File: src/rtl/clock_division_pkg.sv
// Shared types and constants for the runtime-programmable clock divider.
package clock_division_pkg;

  localparam int DIV_WIDTH_DEFAULT = 8;
  localparam int ILLEGAL_RATIO     = 0;

  typedef enum logic [1:0] {
    STOPPED   = 2'd0,
    RUNNING   = 2'd1,
    SWITCHING = 2'd2
  } state_e;

endpackage

File: src/rtl/division_counter.sv
// Half-period counter: counts 0..ratio-1, then reloads and toggles the divided phase.
module division_counter
  import clock_division_pkg::*;
#(
  parameter int DIV_WIDTH = DIV_WIDTH_DEFAULT
) (
  input  logic                 input_clock,
  input  logic                 reset,
  input  logic                 enable_i,
  input  logic                 clear_i,
  input  logic                 load_i,
  input  logic [DIV_WIDTH-1:0] ratio_i,
  output logic                 terminal_o,
  output logic                 phase_o
);

  logic [DIV_WIDTH-1:0] count_q;
  logic                 phase_q;

  assign terminal_o = enable_i && (count_q == ratio_i - DIV_WIDTH'(1));
  assign phase_o    = phase_q;

  // NOTE: sequential state is updated with non-blocking assignments only, so every
  // register samples the values from before the edge regardless of block order.
  always_ff @(posedge input_clock) begin
    if (!reset || clear_i) begin
      count_q <= '0;
      phase_q <= 1'b0;
    end else if (terminal_o) begin
      count_q <= '0;
      phase_q <= ~phase_q;
    end else if (load_i) begin
      count_q <= '0;
    end else if (enable_i) begin
      count_q <= count_q + DIV_WIDTH'(1);
    end
  end

endmodule

File: src/rtl/clock_division_controller.sv
// Run/stop and ratio-switch controller; ratio changes land only on a falling edge
// of output_clock so the divided clock never shows a runt pulse.
module clock_division_controller
  import clock_division_pkg::*;
#(
  parameter int DIV_WIDTH        = DIV_WIDTH_DEFAULT,
  parameter int DEFAULT_DIVISION = 2
) (
  input  logic                 input_clock,
  input  logic                 reset,
  input  logic                 run,
  input  logic                 cfg_valid,
  input  logic [DIV_WIDTH-1:0] cfg_division,
  output logic                 cfg_ready,
  output logic                 cfg_error,
  output logic                 output_clock,
  output logic                 clock_enable,
  output logic [DIV_WIDTH-1:0] division_active,
  output logic                 busy
);

  state_e               state_q, state_d;
  logic [DIV_WIDTH-1:0] division_q, division_d;
  logic [DIV_WIDTH-1:0] pending_q, pending_d;
  logic                 pending_valid_q, pending_valid_d;
  logic                 stop_pending_q, stop_pending_d;
  logic                 cfg_error_q, cfg_error_d;
  logic                 clock_enable_q, clock_enable_d;

  logic terminal, phase, load, clear;
  logic accept, accept_ok, fall_now;

  assign cfg_ready = (state_q != SWITCHING);
  assign busy      = (state_q == SWITCHING);
  assign accept    = cfg_valid && cfg_ready;
  assign accept_ok = accept && (cfg_division != DIV_WIDTH'(ILLEGAL_RATIO));
  assign fall_now  = terminal && phase;
  assign clear     = (state_d == STOPPED);

  division_counter #(
    .DIV_WIDTH(DIV_WIDTH)
  ) u_counter (
    .input_clock(input_clock),
    .reset      (reset),
    .enable_i   (state_q != STOPPED),
    .clear_i    (clear),
    .load_i     (load),
    .ratio_i    (division_q),
    .terminal_o (terminal),
    .phase_o    (phase)
  );

  // NOTE: every signal driven here gets a default first; otherwise a path that
  // leaves it unassigned would infer a latch.
  always_comb begin
    state_d         = state_q;
    division_d      = division_q;
    pending_d       = pending_q;
    pending_valid_d = pending_valid_q;
    stop_pending_d  = stop_pending_q;
    cfg_error_d     = accept && (cfg_division == DIV_WIDTH'(ILLEGAL_RATIO));
    load            = 1'b0;

    unique case (state_q)
      STOPPED: begin
        if (accept_ok) begin
          division_d = cfg_division;
          load       = 1'b1;
        end
        if (run) state_d = RUNNING;
      end

      RUNNING: begin
        if (accept_ok && fall_now) begin
          // Already on a fall: the new ratio can take over on this very edge.
          division_d = cfg_division;
          load       = 1'b1;
          if (!run) state_d = STOPPED;
        end else if (accept_ok) begin
          pending_d       = cfg_division;
          pending_valid_d = 1'b1;
          stop_pending_d  = !run;
          state_d         = SWITCHING;
        end else if (!run) begin
          if (!phase || fall_now) begin
            state_d = STOPPED;
          end else begin
            stop_pending_d = 1'b1;
            state_d        = SWITCHING;
          end
        end
      end

      SWITCHING: begin
        stop_pending_d = !run;
        if (fall_now) begin
          if (pending_valid_q) begin
            division_d = pending_q;
            load       = 1'b1;
          end
          pending_valid_d = 1'b0;
          stop_pending_d  = 1'b0;
          state_d         = (stop_pending_q || !run) ? STOPPED : RUNNING;
        end
      end

      default: state_d = STOPPED;
    endcase

    clock_enable_d = terminal && !phase && !clear;
  end

  always_ff @(posedge input_clock) begin
    if (!reset) begin
      state_q         <= STOPPED;
      division_q      <= DIV_WIDTH'(DEFAULT_DIVISION);
      pending_q       <= '0;
      pending_valid_q <= 1'b0;
      stop_pending_q  <= 1'b0;
      cfg_error_q     <= 1'b0;
      clock_enable_q  <= 1'b0;
    end else begin
      state_q         <= state_d;
      division_q      <= division_d;
      pending_q       <= pending_d;
      pending_valid_q <= pending_valid_d;
      stop_pending_q  <= stop_pending_d;
      cfg_error_q     <= cfg_error_d;
      clock_enable_q  <= clock_enable_d;
    end
  end

  assign cfg_error       = cfg_error_q;
  assign clock_enable    = clock_enable_q;
  assign output_clock    = phase;
  assign division_active = division_q;

endmodule

File: config.mk
export PLATFORM = sky130hd
export DESIGN_NAME = clock_division_controller
export DESIGN_NICKNAME = d
export VERILOG_FILES = /design/src/rtl/clock_division_pkg.sv /design/src/rtl/division_counter.sv /design/src/rtl/clock_division_controller.sv
export SDC_FILE = /design/constraint.sdc
export NUM_CORES = 1
export LEC_CHECK = 0
export BUFFER_PORTS_ARGS = -buffer_cell sky130_fd_sc_hd__clkbuf_2
export CORE_ASPECT_RATIO = 0.7
export CORE_UTILIZATION = 56
export DETAILED_ROUTE_END_ITERATION = 7
export GPL_TIMING_DRIVEN = 0
export MAX_ROUTING_LAYER = met4
export PLACE_DENSITY_LB_ADDON = 0.05
export SLEW_MARGIN = 20
export SYNTH_ARGS = -nofsm -noshare
export SYNTH_HDL_FRONTEND = slang
export SYNTH_HIERARCHICAL = 1
export SYNTH_SLANG_ARGS = --single-unit
export TNS_END_PERCENT = 1
File: constraint.sdc
create_clock -name input_clock -period 4.26 [get_ports input_clock]
set_clock_uncertainty 0.05 [all_clocks]
set_input_delay 0.852 -clock input_clock [delete_from_list [all_inputs] [get_ports input_clock]]
set_output_delay 0.852 -clock input_clock [all_outputs]
set_load 0.02 [all_outputs]
==> impl_metrics.yaml, run 1 <==
clock_network:
  insertion_delay_ns: 0.29
  cts_setup_buffers: 0
  cts_made_buffers: 5
  post_cts_resized: 0
  root_buffer: "clkbuf_8"
  htree_levels: 2
  cts_tree: "done"
  cts.clk_slew.worst_paths_ns: 0.07
  clock-sinks: 31
  postCtsHoldBufs: 0
  clockBufferDepth: 2
critical_path:
  worstPathCellList: "inv_1 -> ha_1 -> clkbuf_1 -> xnor2_1 -> a21oi_1 -> o2111ai_1 -> or4_4 -> nor2_1 -> nand2_1 -> o31ai_1 -> o211ai_1 -> and3_1 -> nand2b_1 -> nor2_1 -> o21ai_2 -> nor2_1"
  reg2reg_depth: 16
  slowest_delay_ns: 0.47
  r2r_slack_ns: 0.60
  cp-end-kind: "flop"
  startpoint: "division_active[0]"
  path_buf_inv: 2
  cpMostUsedCell: "nor2_1"
  cp-start-kind: "flop"
  crit_required_ns: 4.45
  crit_type: "reg2reg"
  crit_family: "simple AND/OR/NAND/NOR gates"
  critPathMaxFanout: 8
  crit_slowest_cell: "dfxtp_1"
  r2r-end: "u_counter/count_q[1]"
  critical_path_arrival_ns: 3.84
  worstReg2RegStart: "division_active[0]"
timing:
  finalSetupTns_ns: 0
  finalCriticalPeriod_ns: 3.66
  rsz0062_at_grt: "no"
  setup-violations-final: 0
  finalHoldViolCount: 0
  slew_viol_final: 0
  worst_pin_slew_ns: 0.712
  hold_slack_ns: 0.443
  period_share_pct: 85.9
  max_clock_freq_ghz: 0.273
  slew_headroom_pct: 52.1
synthesis:
  syn_nets: 202
  synth.distinct_cells: 47
  ys_ff_latch: 31
  yosysWarnings: 6
  synth-main-ff-cell: "dfxtp_1"
  yosysSeqAreaShare_pct: 36.3
  synth_cells: 188
  synth-edff-count: 0
  synth-async-reset-ratio_pct: 0
  synth_area_um2: 1710
  syn_area_per_cell_um2: 9.09
floorplanning:
  core_um2: 2840
  io_pins: 25
  rows: 16
  die_height_um: 48.2
  dieArea_um2: 3280
  start_util_pct: 60.1
  die_w_um: 68.0
placement:
  portBuffers: 24
  dp_hpwl_um: 2960
  place.gp.congestion: 0.831
global_routing:
  grt_first_pass_wirelength_um: 6040
  grt_max_degree: 12
  grt_pass1_vias: 1260
  grt_overflow_total: 0
  grt_usage_pct: 27.5
  antenna_found_initial: 0
pwr:
  ir_drop_mv: 0.252
  p_leak_nw: 0.850
  clockPowerShare_pct: 40.5
  p_total_uw: 736
  seqPwrFrac_pct: 43.3
  combPwrFrac_pct: 16.2
  sw_frac_of_total_pct: 28.2
  p_int_uw: 528
  power_density_nw_per_um2: 370
  switching_power_uw: 208
routing:
  wl_um: 3920
  ant_nets: 0
  wl_per_cell_um: 15.3
  firstDrtPassIters: 4
  num_vias: 1471
  route.detailed.drc: 0
  drtIter0Drc: 99
  vias_per_cell: 5.75
min_path:
  worst_hold_path.num_cells: 2
  hp-class: "reg2reg"
  min_to: "pending_q[0]"
  hp-start: "pending_q[0]"
run:
  drv_cap: 0
cells_and_area:
  area_growth_pct: 16.3
  drive_gt1_share_pct: 23.2
  fillers: 250
  n_antenna_cell: 0
  fin_nets: 233
status:
  status: "complete, no violations"
## how the worst max path moves through the flow
stage	slack (ns)	to	cells after the start
2_1_floorplan	1.0	u_counter/count_q[0]	17
4_1_cts	0.64	u_counter/count_q[1]	16
6_report	0.60	u_counter/count_q[1]	16
3_5_place_dp	0.68	u_counter/count_q[3]	16
3_3_place_gp	0.77	u_counter/count_q[0]	17
5_1_grt	0.27	u_counter/count_q[6]	16
## layer usage
metal / vias up / global-route usage (%) / share of wire (%)
met5: - / - / 0
met4: 0 / 11.3 / 1.7
met3: 8 / 6.31 / 4.5
met2: 35 / 38.4 / 43
met1: 697 / 38.2 / 51
li1: 731 / - / -
## worst min-delay path, stage by stage, from the launching register on
cell	delay, ns
dfxtp_1	0.33
mux2i_1	0.06
nor2_1	0.07
## power groups by stage
stage | logic (mW) | clock network, mW | registers, mW
floorplan | 0.0776 | 0 | 0.330
global placement | 0.113 | 0 | 0.325
detailed placement | 0.118 | 0 | 0.325
CTS | 0.119 | 0.301 | 0.319
global route | 0.130 | 0.312 | 0.321
finish | 0.119 | 0.298 | 0.319
## layout by cell type (no fill, tap or decap), drive strengths merged, types with 3 or more instances in the layout
cell type | netlist | layout
nor2b | 4 | 4
nor2 | 25 | 25
and3 | 3 | 3
nand2 | 10 | 10
o21ai | 10 | 10
nor3 | 3 | 3
nand3 | 3 | 3
xnor2 | 10 | 10
nand4 | 3 | 3
mux2i | 17 | 17
o2111a | 3 | 3
inv | 8 | 8
or4 | 3 | 3
a21oi | 7 | 7
xor2 | 8 | 8
o311a | 7 | 7
dfxtp | 31 | 31
buf | 4 | 4
clkbuf | 5 | 34
## final cells by class
cell class | instances | area, µm² | share of cell area, %
Buffer | 9 | 51.3 | 2.58
Clock buffer | 5 | 68.8 | 3.46
Clock inverter | 3 | 43.8 | 2.20
Inverter | 8 | 30.0 | 1.51
Multi-Input combinational cell | 140 | 1010 | 50.7
Sequential cell | 31 | 621 | 31.2
Tap cell | 36 | 45.0 | 2.27
Timing Repair Buffer | 24 | 120 | 6.05
## sequential cells by signal (all words and copies together), names as in the netlist
register           cells
division_active        8
pending_q              8
u_counter/count_q      8
state_q                2
cfg_error              1
clock_enable           1
pending_valid_q        1
stop_pending_q         1
u_counter/phase_o      1
## stage by stage
step	instances	util [%]	worst slack (ns)	area, µm²
after global routing	256	69.9	0.274	1990
after floorplan	188	-	0.997	1710
final	256	69.9	0.602	1990
after global placement	248	65.9	0.774	1870
after detailed placement	248	65.9	0.675	1870
after CTS	256	69.9	0.638	1990
## cells in the mapped netlist, drive strengths merged (3+ instances only)
cell type / count / area, µm²
inv: 8 / 30.0
nand3: 3 / 15.0
or4: 3 / 33.8
o311a: 7 / 70.1
nand4: 3 / 18.8
nor2: 25 / 96.4
o2111a: 3 / 35.0
xor2: 8 / 70.1
and3: 3 / 18.8
clkbuf: 5 / 18.8
dfxtp: 31 / 621
nor2b: 4 / 25.0
nor3: 3 / 20.0
nand2: 10 / 37.5
buf: 4 / 32.5
a21oi: 7 / 38.8
xnor2: 10 / 87.6
o21ai: 10 / 57.6
mux2i: 17 / 170
## cells by family (layout without fill, tap and decap cells)
| kind of cell | Yosys count | after routing | synth area share (%) |
|---|---|---|---|
| DFF | 31 | 31 | 36.3 |
| muxes | 18 | 18 | 10.6 |
| adders and majority gates | 2 | 2 | 1.46 |
| AOI/OAI and AO/OA | 38 | 38 | 17.1 |
| and+or+nand+nor | 64 | 64 | 20.6 |
| xor gates and xnor gates | 18 | 18 | 9.22 |
| buffers and inverters | 17 | 49 | 4.76 |
(Power assumes the default switching activity.)
==> inputs of run 2 (changes only) <==
Settings changed: PLACE_DENSITY from default to 0.78, PLACE_DENSITY_LB_ADDON 0.05 to default.
==> impl_metrics.yaml, run 2 (synthesis results as in run 1) <==
status:
  status: "complete, no violations"
cells_and_area:
  instances_no_fill: 255
  drive_gt1_share_pct: 22.8
  final_cell_area_um2: 1960
  fin_nets: 233
  fillers: 244
  area_growth_pct: 14.8
  layout_commonest_cell: "dfxtp_1"
  final_cell_mix: "dfxtp_1 (31), nor2_1 (24), clkbuf_2 (24)"
  n_antenna_cell: 0
timing:
  worst_pin_slew_ns: 0.673
  rsz0062_at_grt: "no"
  finalSetupTns_ns: 0
  slew_viol_final: 0
  slew_headroom_pct: 54.7
  finalCriticalPeriod_ns: 3.72
  finalHoldViolCount: 0
  max_clock_freq_ghz: 0.269
  setup-violations-final: 0
  period_share_pct: 87.2
  hold_slack_ns: 0.447
critical_path:
  cpMostUsedCell: "nor2_1"
  slowest_delay_ns: 0.48
  crit_required_ns: 4.43
  crit_slowest_cell: "dfxtp_1"
  crit_family: "simple AND/OR/NAND/NOR gates"
  cp-end-kind: "flop"
  critical_path_arrival_ns: 3.89
  critPathMaxFanout: 8
  path_buf_inv: 2
  crit_type: "reg2reg"
  worstPathCellList: "inv_1 -> ha_1 -> clkbuf_1 -> xnor2_1 -> a21oi_1 -> o2111ai_1 -> or4_4 -> nor2_1 -> nand2_1 -> o31ai_1 -> o211ai_1 -> and3_1 -> nand2b_1 -> nor2_1 -> o21ai_2 -> nor2_1"
  cp-start-kind: "flop"
placement:
  dp_hpwl_um: 2980
  dp.cells: 248
  portBuffers: 24
  place.gp.congestion: 0.820
  placed_area_um2: 1870
routing:
  firstDrtPassIters: 4
  ant_nets: 0
  route.detailed.drc: 0
  vias_per_cell: 5.75
  wl_per_cell_um: 15.2
  drtIter0Drc: 118
  wl_um: 3870
  num_vias: 1466
run:
  drv_cap: 0
floorplanning:
  die_height_um: 48.2
  die_w_um: 68.0
  io_pins: 25
  rows: 16
  start_util_pct: 60.1
  core_um2: 2840
  dieArea_um2: 3280
clock_network:
  cts_tree: "done"
  cts_setup_buffers: 0
  cts_made_buffers: 5
  root_buffer: "clkbuf_8"
  postCtsHoldBufs: 0
  cts.clk_slew.worst_paths_ns: 0.06
  post_cts_resized: 0
  htree_levels: 2
  insertion_delay_ns: 0.29
  clock-sinks: 31
  clockBufferDepth: 2
global_routing:
  grt_overflow_total: 0
  grt_max_degree: 11
  grt_first_pass_wirelength_um: 6230
  grt_pass1_vias: 1330
  grt_usage_pct: 28.6
  antenna_found_initial: 0
pwr:
  ir_drop_mv: 0.275
  p_total_uw: 673
  power_density_nw_per_um2: 343
  p_leak_nw: 0.839
min_path:
  hp-class: "reg2reg"
## run 2: changes by cell type in the layout (fill, tap and decap cells not counted), sizes merged
cell    delta
bufinv     -1
clkbuf     +1
clkinv     -1
## run 2: final cells by class
| type | instances | area (µm²) | area share (%) |
|---|---|---|---|
| multi-input combinational | 140 | 1010 | 51.3 |
| tap | 36 | 45.0 | 2.30 |
| clock inverter | 1 | 5.00 | 0.255 |
| buffer | 9 | 51.3 | 2.61 |
| sequential | 31 | 621 | 31.6 |
| timing repair buffer | 24 | 120 | 6.12 |
| inverter | 8 | 30.0 | 1.53 |
| clock buffer | 6 | 82.6 | 4.21 |
## run 2: metal layers
layer / global-route usage [%] / part of all wire (%) / vias up / routed length, µm
met1: 35.2 / 48 / 686 / 1840
met3: 10.5 / 6.1 / 6 / 235
met5: - / 0 / - / 0
li1: - / - / 735 / -
met2: 43.1 / 45 / 39 / 1740
met4: 10.4 / 1.2 / 0 / 48
## run 2: final timing paths
kind	startpoint	end	slack, ns	depth (start not counted)
worst max register to register	division_active[0]	u_counter/count_q[5]	0.54	16
worst max-delay path	division_active[0]	u_counter/count_q[5]	0.54	16
worst min register to register	pending_q[5]	pending_q[5]	0.45	2
worst min-delay path	pending_q[5]	pending_q[5]	0.45	2
## run 2: worst reg2reg max path: cells and delay by family (launching register included)
kind	cells	cell delay, ns
adders and majority gates	1	0.19
and+or+nand+nor	7	1.56
buffers and inverters	2	0.26
AOI/OAI and AO/OA	5	0.90
DFF	1	0.48
xor gates and xnor gates	1	0.18
## run 2: power breakdown
group	switching, mW	internal (mW)	total (mW)	leakage (nW)
combinational	0.0653	0.0517	0.117	0.540
clock	0.109	0.126	0.236	0.0470
sequential	0.0179	0.302	0.320	0.253
total	0.192	0.481	0.673	0.839
## run 2: through the flow
stage	utilization, %	setup WS (ns)
after floorplan	-	0.997
after global placement	65.9	0.801
after detailed placement	65.9	0.565
after CTS	69.0	0.555
after global routing	69.0	0.194
final	69.0	0.544
